--- config.mk ---
export PLATFORM = sky130hd
export DESIGN_NAME = icela_rx
export DESIGN_NICKNAME = d
export VERILOG_FILES = /design/src/rtl/icela_rx.sv
export SDC_FILE = /design/constraint.sdc
export NUM_CORES = 1
export LEC_CHECK = 0
export CORE_ASPECT_RATIO = 1.25
export CORE_MARGIN = 2
export CORE_UTILIZATION = 40
export DETAILED_ROUTE_END_ITERATION = 16
export GPL_ROUTABILITY_DRIVEN = 0
export MAX_ROUTING_LAYER = met4
export PLACE_DENSITY = 0.68
export SKIP_LAST_GASP = 1
export SLEW_MARGIN = 0
export SYNTH_ARGS = -nofsm -noshare
export SYNTH_HDL_FRONTEND = slang
export SYNTH_SLANG_ARGS = --single-unit
--- constraint.sdc ---
create_clock -name clk -period 2.1 [get_ports clk]
set_clock_uncertainty 0.1 [all_clocks]
set_input_delay 0.21 -clock clk [delete_from_list [all_inputs] [get_ports clk]]
set_output_delay 0.21 -clock clk [all_outputs]
set_load 0.02 [all_outputs]
--- src/rtl/icela_rx.sv ---
// icela_rx: UART receiver and message re-framer for the icestick logic
// analyzer stream. Recovers 8N1 bytes with a 16x fractional-divider
// oversample tick, then parses '\n' + 24-bit counter + {oflow, pins}
// records into single-cycle strobes.
module icela_rx #(
  parameter int unsigned Width = 13,
  parameter int unsigned Incr  = 1258,
  parameter int unsigned NPIN  = 7
) (
  input  logic            clk,
  input  logic            rst_n,
  input  logic            serrx,
  output logic [7:0]      byte_data,
  output logic            byte_valid,
  output logic            frame_err,
  output logic            sync_drop,
  output logic [23:0]     timebase,
  output logic            oflow,
  output logic [NPIN-1:0] pin,
  output logic            valid
);

  typedef enum logic [2:0] {
    RX_IDLE,
    RX_START,
    RX_DATA,
    RX_STOP,
    RX_WAIT
  } rx_state_t;

  typedef enum logic [2:0] {
    P_HUNT,
    P_C0,
    P_C1,
    P_C2,
    P_P
  } p_state_t;

  logic             sync1;
  logic             rxs;
  logic [Width-1:0] acc;
  logic             tick;
  rx_state_t        rx_state;
  logic [3:0]       phase;
  logic [2:0]       bitcnt;
  logic [7:0]       shreg;
  p_state_t         p_state;
  logic [23:0]      cnt;

  // Two-stage synchroniser; resets to the idle line level.
  always_ff @(posedge clk or negedge rst_n) begin
    if (!rst_n) begin
      sync1 <= 1'b1;
      rxs   <= 1'b1;
    end else begin
      sync1 <= serrx;
      rxs   <= sync1;
    end
  end

  // Fractional divider: carry-out of the accumulator is the 16x tick.
  always_ff @(posedge clk or negedge rst_n) begin
    if (!rst_n) begin
      {tick, acc} <= '0;
    end else begin
      {tick, acc} <= {1'b0, acc} + (Width + 1)'(Incr);
    end
  end

  // Byte receiver: start-bit qualification at mid bit, LSB-first data,
  // stop-bit check, and break handling via RX_WAIT.
  always_ff @(posedge clk or negedge rst_n) begin
    if (!rst_n) begin
      rx_state   <= RX_IDLE;
      phase      <= '0;
      bitcnt     <= '0;
      shreg      <= '0;
      byte_data  <= '0;
      byte_valid <= 1'b0;
      frame_err  <= 1'b0;
    end else begin
      byte_valid <= 1'b0;
      frame_err  <= 1'b0;
      case (rx_state)
        RX_IDLE: begin
          if (!rxs) begin
            phase    <= '0;
            rx_state <= RX_START;
          end
        end
        RX_START: begin
          if (tick) begin
            if (phase == 4'd7) begin
              if (rxs) begin
                rx_state <= RX_IDLE;
              end else begin
                phase    <= '0;
                bitcnt   <= '0;
                rx_state <= RX_DATA;
              end
            end else begin
              phase <= phase + 4'd1;
            end
          end
        end
        RX_DATA: begin
          if (tick) begin
            phase <= phase + 4'd1;
            if (phase == 4'd15) begin
              shreg  <= {rxs, shreg[7:1]};
              bitcnt <= bitcnt + 3'd1;
              if (bitcnt == 3'd7) begin
                rx_state <= RX_STOP;
              end
            end
          end
        end
        RX_STOP: begin
          if (tick) begin
            phase <= phase + 4'd1;
            if (phase == 4'd15) begin
              if (rxs) begin
                byte_data  <= shreg;
                byte_valid <= 1'b1;
                rx_state   <= RX_IDLE;
              end else begin
                frame_err <= 1'b1;
                rx_state  <= RX_WAIT;
              end
            end
          end
        end
        RX_WAIT: begin
          if (rxs) begin
            rx_state <= RX_IDLE;
          end
        end
        default: rx_state <= RX_IDLE;
      endcase
    end
  end

  // Message parser: hunt for LF, collect counter bytes MSB first, then
  // publish the record; a framing error aborts a partial message.
  always_ff @(posedge clk or negedge rst_n) begin
    if (!rst_n) begin
      p_state   <= P_HUNT;
      cnt       <= '0;
      sync_drop <= 1'b0;
      timebase  <= '0;
      oflow     <= 1'b0;
      pin       <= '0;
      valid     <= 1'b0;
    end else begin
      sync_drop <= 1'b0;
      valid     <= 1'b0;
      if (frame_err && (p_state != P_HUNT)) begin
        p_state <= P_HUNT;
      end else if (byte_valid) begin
        case (p_state)
          P_HUNT: begin
            if (byte_data == 8'h0A) begin
              p_state <= P_C0;
            end else begin
              sync_drop <= 1'b1;
            end
          end
          P_C0: begin
            cnt[23:16] <= byte_data;
            p_state    <= P_C1;
          end
          P_C1: begin
            cnt[15:8] <= byte_data;
            p_state   <= P_C2;
          end
          P_C2: begin
            cnt[7:0] <= byte_data;
            p_state  <= P_P;
          end
          P_P: begin
            timebase <= cnt;
            oflow    <= byte_data[7];
            pin      <= byte_data[NPIN-1:0];
            valid    <= 1'b1;
            p_state  <= P_HUNT;
          end
          default: p_state <= P_HUNT;
        endcase
      end
    end
  end

endmodule

* After elaboration in Yosys (flattened, before gate mapping) *
Index checks and enable logic that the tools add are counted.
Widths: inputs -> output; s select.

cells by class
  $add $sub $neg = 3
  eq/ne operators = 24
  muxes and demuxes = 42
  bitwise gates (word level) = 1
  reductions and logical operators = 18

operator list
  cell                    count
  $mux 3                  18
  $ne 2x2->1 const B      10
  $reduce_and 3->1        6
  $mux 4                  4
  $mux 1                  15
  $pmux 3 s5              1
  $add 13x11->14 const B  1
  $eq 3x2->1 const B      4
  $pmux 3 s4              1
  $pmux 4 s3              1
  $eq 3x3->1 const B      3
  $reduce_and 9->1        1
  $eq 8x4->1 const B      1
  $eq 3x1->1 const B      2
  $logic_not 3->1         2
  $pmux 3 s2              1
  $reduce_and 6->1        1
  $reduce_bool 3->1       2
  $add 4x1->4 const B     1
  $eq 4x3->1 const B      1
  $eq 4x4->1 const B      1
  $reduce_and 4->1        1
  $reduce_bool 2->1       2
  $add 3x1->3 const B     1
  other kinds (7)         7

storage, ports and cells
  register bits = 105
  input port bits = 3
  output and inout bits = 44
  word-level logic and storage cells = 108

* Logic depth before layout (Yosys ltp) *
Gate-level depths: netlist (run 1).

  word-level depth = 5
  depth in mapped cells = 5
  depth with buffers taken out = 4

* Least setup slack after synthesis (run 1) *
No wires, ideal clock.

  path kind = register to register
  start = reg frame_err
  end = reg cnt[10]
  setup time = 125 ps
  arrival = 1,510 ps
  required time = 1,875 ps
  slack = 365 ps
  stages on the path, launching flop included = 5
  path buffers = 1
  period minus slack after synthesis = 1,735 ps
  path through = dfrtp_1 nand3b_1 or3_1 buf_6 mux2_4

on the way
  longest elaborated chain between the ends = 3

RTL lines
  item                               RTL line  source
  start: declaration                 15        output logic frame_err,
  start signal: assignment           80        frame_err <= 1'b0;
  start signal: assignment           83        frame_err <= 1'b0;
  start signal: assignment           127       frame_err <= 1'b1;
  $logic_and 1x1->1                  157       if (frame_err && (p_state != P_HUNT)) begin
  $not 1->1 (no source line)         n/a
  $reduce_and 3->1 (no source line)  n/a
  end signal: assignment             173       cnt[15:8] <= byte_data;
  end: declaration                   48        logic [23:0] cnt;

No other way between the ends.
A chain may end at the register's enable or synchronous reset.

* Worst setup path in the final report (run 1) *
  start = reg phase[1]
  end = reg byte_data[7]

on the way
  longest elaborated chain between the ends = 2

RTL lines
  item                               RTL line  source
  start: declaration                 44        logic [3:0] phase;
  start signal: assignment           102       phase <= phase + 4'd1;
  start signal: assignment           108       phase <= phase + 4'd1;
  start signal: assignment           120       phase <= phase + 4'd1;
  $eq 4x4->1                         121       if (phase == 4'd15) begin
  $reduce_and 4->1 (no source line)  n/a
  end signal: assignment             123       byte_data <= shreg;
  end: declaration                   13        output logic [7:0] byte_data,

No other way between the ends.

==> out/qor.yml, run 1 <==
status: "finished, final reports clean"
cp_data_required_time_ns: 2.22
core_region_area_sq_mm: 0.01056
cts_resized: 0
final-setup-viol-count: 0
grt.overflow.total: 0
synth-async-reset-ratio: 1.000
ir_worst_vdd_mv: 0.3966
unrepaired_setup_endpoints_after_global_routing: "no"
finish.utilization: 0.4970
power_density_mw_per_mm2: 695.3
critPathKind: "flop to flop"
ys_ff_latch: 104
cts_inserted_buffers: 9
grt_max_degree: 50
synth.cell_area_sq_mm: 0.004323
cts_setup_buffers: 0
clock_pin_slew_reported_for_the_worst_setup_and_hold_paths_after_clock_tree_synthesis_ns: 0.06
slew-limit-headroom: 0.6723
timing.setup.tns_ns: 0
min-delay-path-class: "input port to flop"
switching_share: 0.2088
placement.io_buffers: 46
grt_pass1_wl_um: 12880
postSynthNetCount: 307
largest_stage_delay_on_the_critical_path_ns: 0.44
r2r_slack_ns: 0.22
cell_chain_of_the_critical_path: "ha_1 > nand4b_2 > nor3_4 > mux2_2"
max_cap_violations: 0
max-clock-path-buffers: 2
postSynthCellCount: 300
max_clock_freq_mhz: 532.5
crit_arrival_ns: 2.00
io_pins: 47
setup.worst_path.start_class: "flop"
timing.critical_path.buf_inv: 0
timing.critical_path.slowest_stage_cell: "sky130_fd_sc_hd__nor3_4"
power_report.internal_total_mw: 2.888
cts_tree: "built"
number_of_global_route_vias_before_repair: 2603
final.min_clock_period_ns: 1.878
die_w_um: 96.98
total_switching_power_uw: 762.1
area_delta_synth_final_pct: 21.45
worst_slack_ns: 0.2219
drv_slew: 0
hpwlAfterDp_um: 5145
synth.avg_cell_area_sq_um: 14.41
clk_root_buffer_cell: "sky130_fd_sc_hd__clkbuf_16"
synth_enable_flop_cells: 0
pwr-share-comb: 0.014
drt_first_iter_violations: 70
post-place-cells: 472
dieArea_sq_mm: 0.01166
die_span_in_y_um: 120.2
final-instance-count-excl-fill: 489
critical-path-top-delay-family: "simple AND/OR/NAND/NOR gates"
cp_num_cells: 4
count_of_cells_along_the_worst_register_to_register_path: 4
diodes: 0
synth_seq_area_share: 0.6026
drive_above_1_share: 0.2101
min_period_over_period: 0.8943
leakage_dissipation_nw: 2.572
postSynth.topFlopCell: "sky130_fd_sc_hd__dfrtp_1"
cts-htree-levels: 3
insertion_delay_ns: 0.34
antenna_found_initial: 0
post-route-drc-count: 0
initial_utilization: 0.4093
synthesis_warnings: 0
clkSinkCount: 104
post_drt_via_cell_ratio: 5.211
whs_path_depth: 1
finish.net_count: 359
timing_worst_slew_pin_value_ns: 0.4916
drt_pass1_iterations: 4
antenna_violating_nets_post_route: 0
hold_buffers: 1
synth_cell_types: 60
power_frac_seq: 0.550
final-hold-violation-count: 0
dr_total_vias: 2548
grtUsageTotal: 0.1400
critical_path_peak_fanout: 9
route.detailed.wl_per_inst_um: 15.31
place_ws_ns: 0.1982
fp-row-count: 42
drt_wl_total_um: 7485
power.share.clock: 0.436
crit_path_end_kind: "flop"
## placed cells by master, fill, tap and decap left out, drive strengths merged, types with 2 or more instances in the layout
| cell type | instances |
|---|---|
| clkbuf | 12 |
| and3 | 3 |
| a31oi | 3 |
| or3 | 2 |
| dfrtp | 102 |
| nand2 | 6 |
| o211ai | 3 |
| nor3 | 6 |
| clkdlybuf4s50 | 45 |
| nor4b | 2 |
| a21o | 3 |
| a22o | 2 |
| xnor2 | 5 |
| a21oi | 5 |
| and2 | 2 |
| nor2 | 9 |
| buf | 8 |
| nor2b | 2 |
| inv | 7 |
| and4b | 2 |
| o21a | 2 |
| dfstp | 2 |
| clkinv | 3 |
| nand3b | 4 |
| nand4b | 2 |
| nor3b | 3 |
| or2 | 2 |
| o21ai | 5 |
| ha | 4 |
| or4 | 2 |
| xor2 | 4 |
| mux2 | 73 |
| or2b | 2 |
## power groups by stage
stage                     logic (mW)  registers (mW)  clock network (mW)
after global routing          0.0614            2.01                1.71
after floorplan              0.00522            2.04                   0
after global placement        0.0522            2.05                   0
after detailed placement      0.0534            2.05                   0
after CTS                     0.0549            2.01                1.62
final                         0.0510            2.01                1.59
## through the flow
step           power [mW]  cell area, sq um  hold WS, ns
2_1_floorplan       2.050              4323      -0.1856
3_3_place_gp        2.099              4956      0.07617
3_5_place_dp        2.100              4956      0.07346
4_1_cts             3.684              5250       0.1765
5_1_grt             3.774              5250       0.1774
6_report            3.650              5250       0.1803
## kinds of logic (layout without fill, tap and decap cells)
group | after synthesis | count (layout) | synth area share
adder cells (fa/ha/maj) | 4 | 4 | 0.01158
multiplexers | 74 | 74 | 0.1994
AND/OR/NAND/NOR | 57 | 57 | 0.09175
flip-flops | 104 | 104 | 0.6026
buffers and inverters | 19 | 76 | 0.02084
XOR/XNOR | 9 | 9 | 0.01823
AO/OA/AOI/OAI | 33 | 33 | 0.05557
## cells in the mapped netlist (2+ instances only)
library cell,number,area share
sky130_fd_sc_hd__ha_1,4,0.012
sky130_fd_sc_hd__and4b_1,2,0.0046
sky130_fd_sc_hd__a21o_1,3,0.0052
sky130_fd_sc_hd__o21a_1,2,0.0035
sky130_fd_sc_hd__o211ai_1,3,0.0052
sky130_fd_sc_hd__dfrtp_1,102,0.59
sky130_fd_sc_hd__dfstp_2,2,0.012
sky130_fd_sc_hd__nor3_1,5,0.0058
sky130_fd_sc_hd__buf_2,6,0.0069
sky130_fd_sc_hd__clkbuf_1,5,0.0043
sky130_fd_sc_hd__a21oi_1,5,0.0058
sky130_fd_sc_hd__nand2_1,6,0.0052
sky130_fd_sc_hd__a22o_1,2,0.0041
sky130_fd_sc_hd__and3_1,3,0.0043
sky130_fd_sc_hd__a31oi_1,3,0.0043
sky130_fd_sc_hd__xor2_1,4,0.0081
sky130_fd_sc_hd__or3_1,2,0.0029
sky130_fd_sc_hd__nor2b_1,2,0.0029
sky130_fd_sc_hd__nor4b_1,2,0.0041
sky130_fd_sc_hd__xnor2_1,5,0.010
sky130_fd_sc_hd__inv_1,6,0.0052
sky130_fd_sc_hd__o21ai_0,5,0.0058
sky130_fd_sc_hd__or4_1,2,0.0035
sky130_fd_sc_hd__mux2_2,35,0.091
sky130_fd_sc_hd__mux2_4,8,0.028
sky130_fd_sc_hd__and2_1,2,0.0029
sky130_fd_sc_hd__nor2_1,9,0.0078
sky130_fd_sc_hd__or2b_1,2,0.0035
sky130_fd_sc_hd__mux2_1,30,0.078
sky130_fd_sc_hd__nand3b_1,3,0.0052
## sequential cells by signal, summed over array words and instances (netlist names)
signal / cells
acc: 12
bitcnt: 3
byte_data: 8
byte_valid: 1
cnt: 24
frame_err: 1
oflow: 1
p_state: 3
phase: 4
pin: 7
rx_state: 3
rxs: 1
shreg: 8
sync1: 1
sync_drop: 1
tick: 1
timebase: 24
valid: 1
## worst reg2reg max path: stages, from the launching register on
cell and delay, ns:
sky130_fd_sc_hd__dfrtp_1 0.39, sky130_fd_sc_hd__ha_1 0.27, sky130_fd_sc_hd__nand4b_2 0.19, sky130_fd_sc_hd__nor3_4 0.44
sky130_fd_sc_hd__mux2_2 0.39
## path summary, 6_finish.rpt
| check | from | endpoint |
|---|---|---|
| worst max register to register | phase[1] | byte_data[7] |
| max in group asynchronous | rst_n | timebase[17] |
| worst min-delay path | serrx | sync1 |
| worst min register to register | sync1 | rxs |
| min in group asynchronous | rst_n | acc[2] |
| worst max-delay path | phase[1] | byte_data[7] |
## routing by layer
layer | GRT usage | vias up | wire length [um]
li1 | - | 1190 | -
met1 | 0.1773 | 1309 | 3398
met2 | 0.2274 | 40 | 3780
met3 | 0.02832 | 9 | 204
met4 | 0.04754 | 0 | 102
met5 | - | - | 0
## layout make-up
| cell class | instances | area (sq um) |
|---|---|---|
| Timing Repair Buffer | 54 | 545.5 |
| Sequential cell | 104 | 2605 |
| Tap cell | 132 | 165.2 |
| Clock inverter | 4 | 27.53 |
| Clock buffer | 12 | 256.5 |
| Fill cell | 934 | 5313 |
| Multi-Input combinational cell | 177 | 1628 |
| Inverter | 6 | 22.52 |
Note: power is estimated with default switching activity, not from simulation.
==> inputs of run 2 (changes only) <==
--- a/config.mk
+++ b/config.mk
@@ -5,6 +5,7 @@
 export SDC_FILE = /design/constraint.sdc
 export NUM_CORES = 1
 export LEC_CHECK = 0
+export ABC_CLOCK_PERIOD_IN_PS = 2100
 export CORE_ASPECT_RATIO = 1.25
 export CORE_MARGIN = 2
 export CORE_UTILIZATION = 40
==> results of run 2 <==
No change in the layout: final DEF, timing and power equal those of run 1.
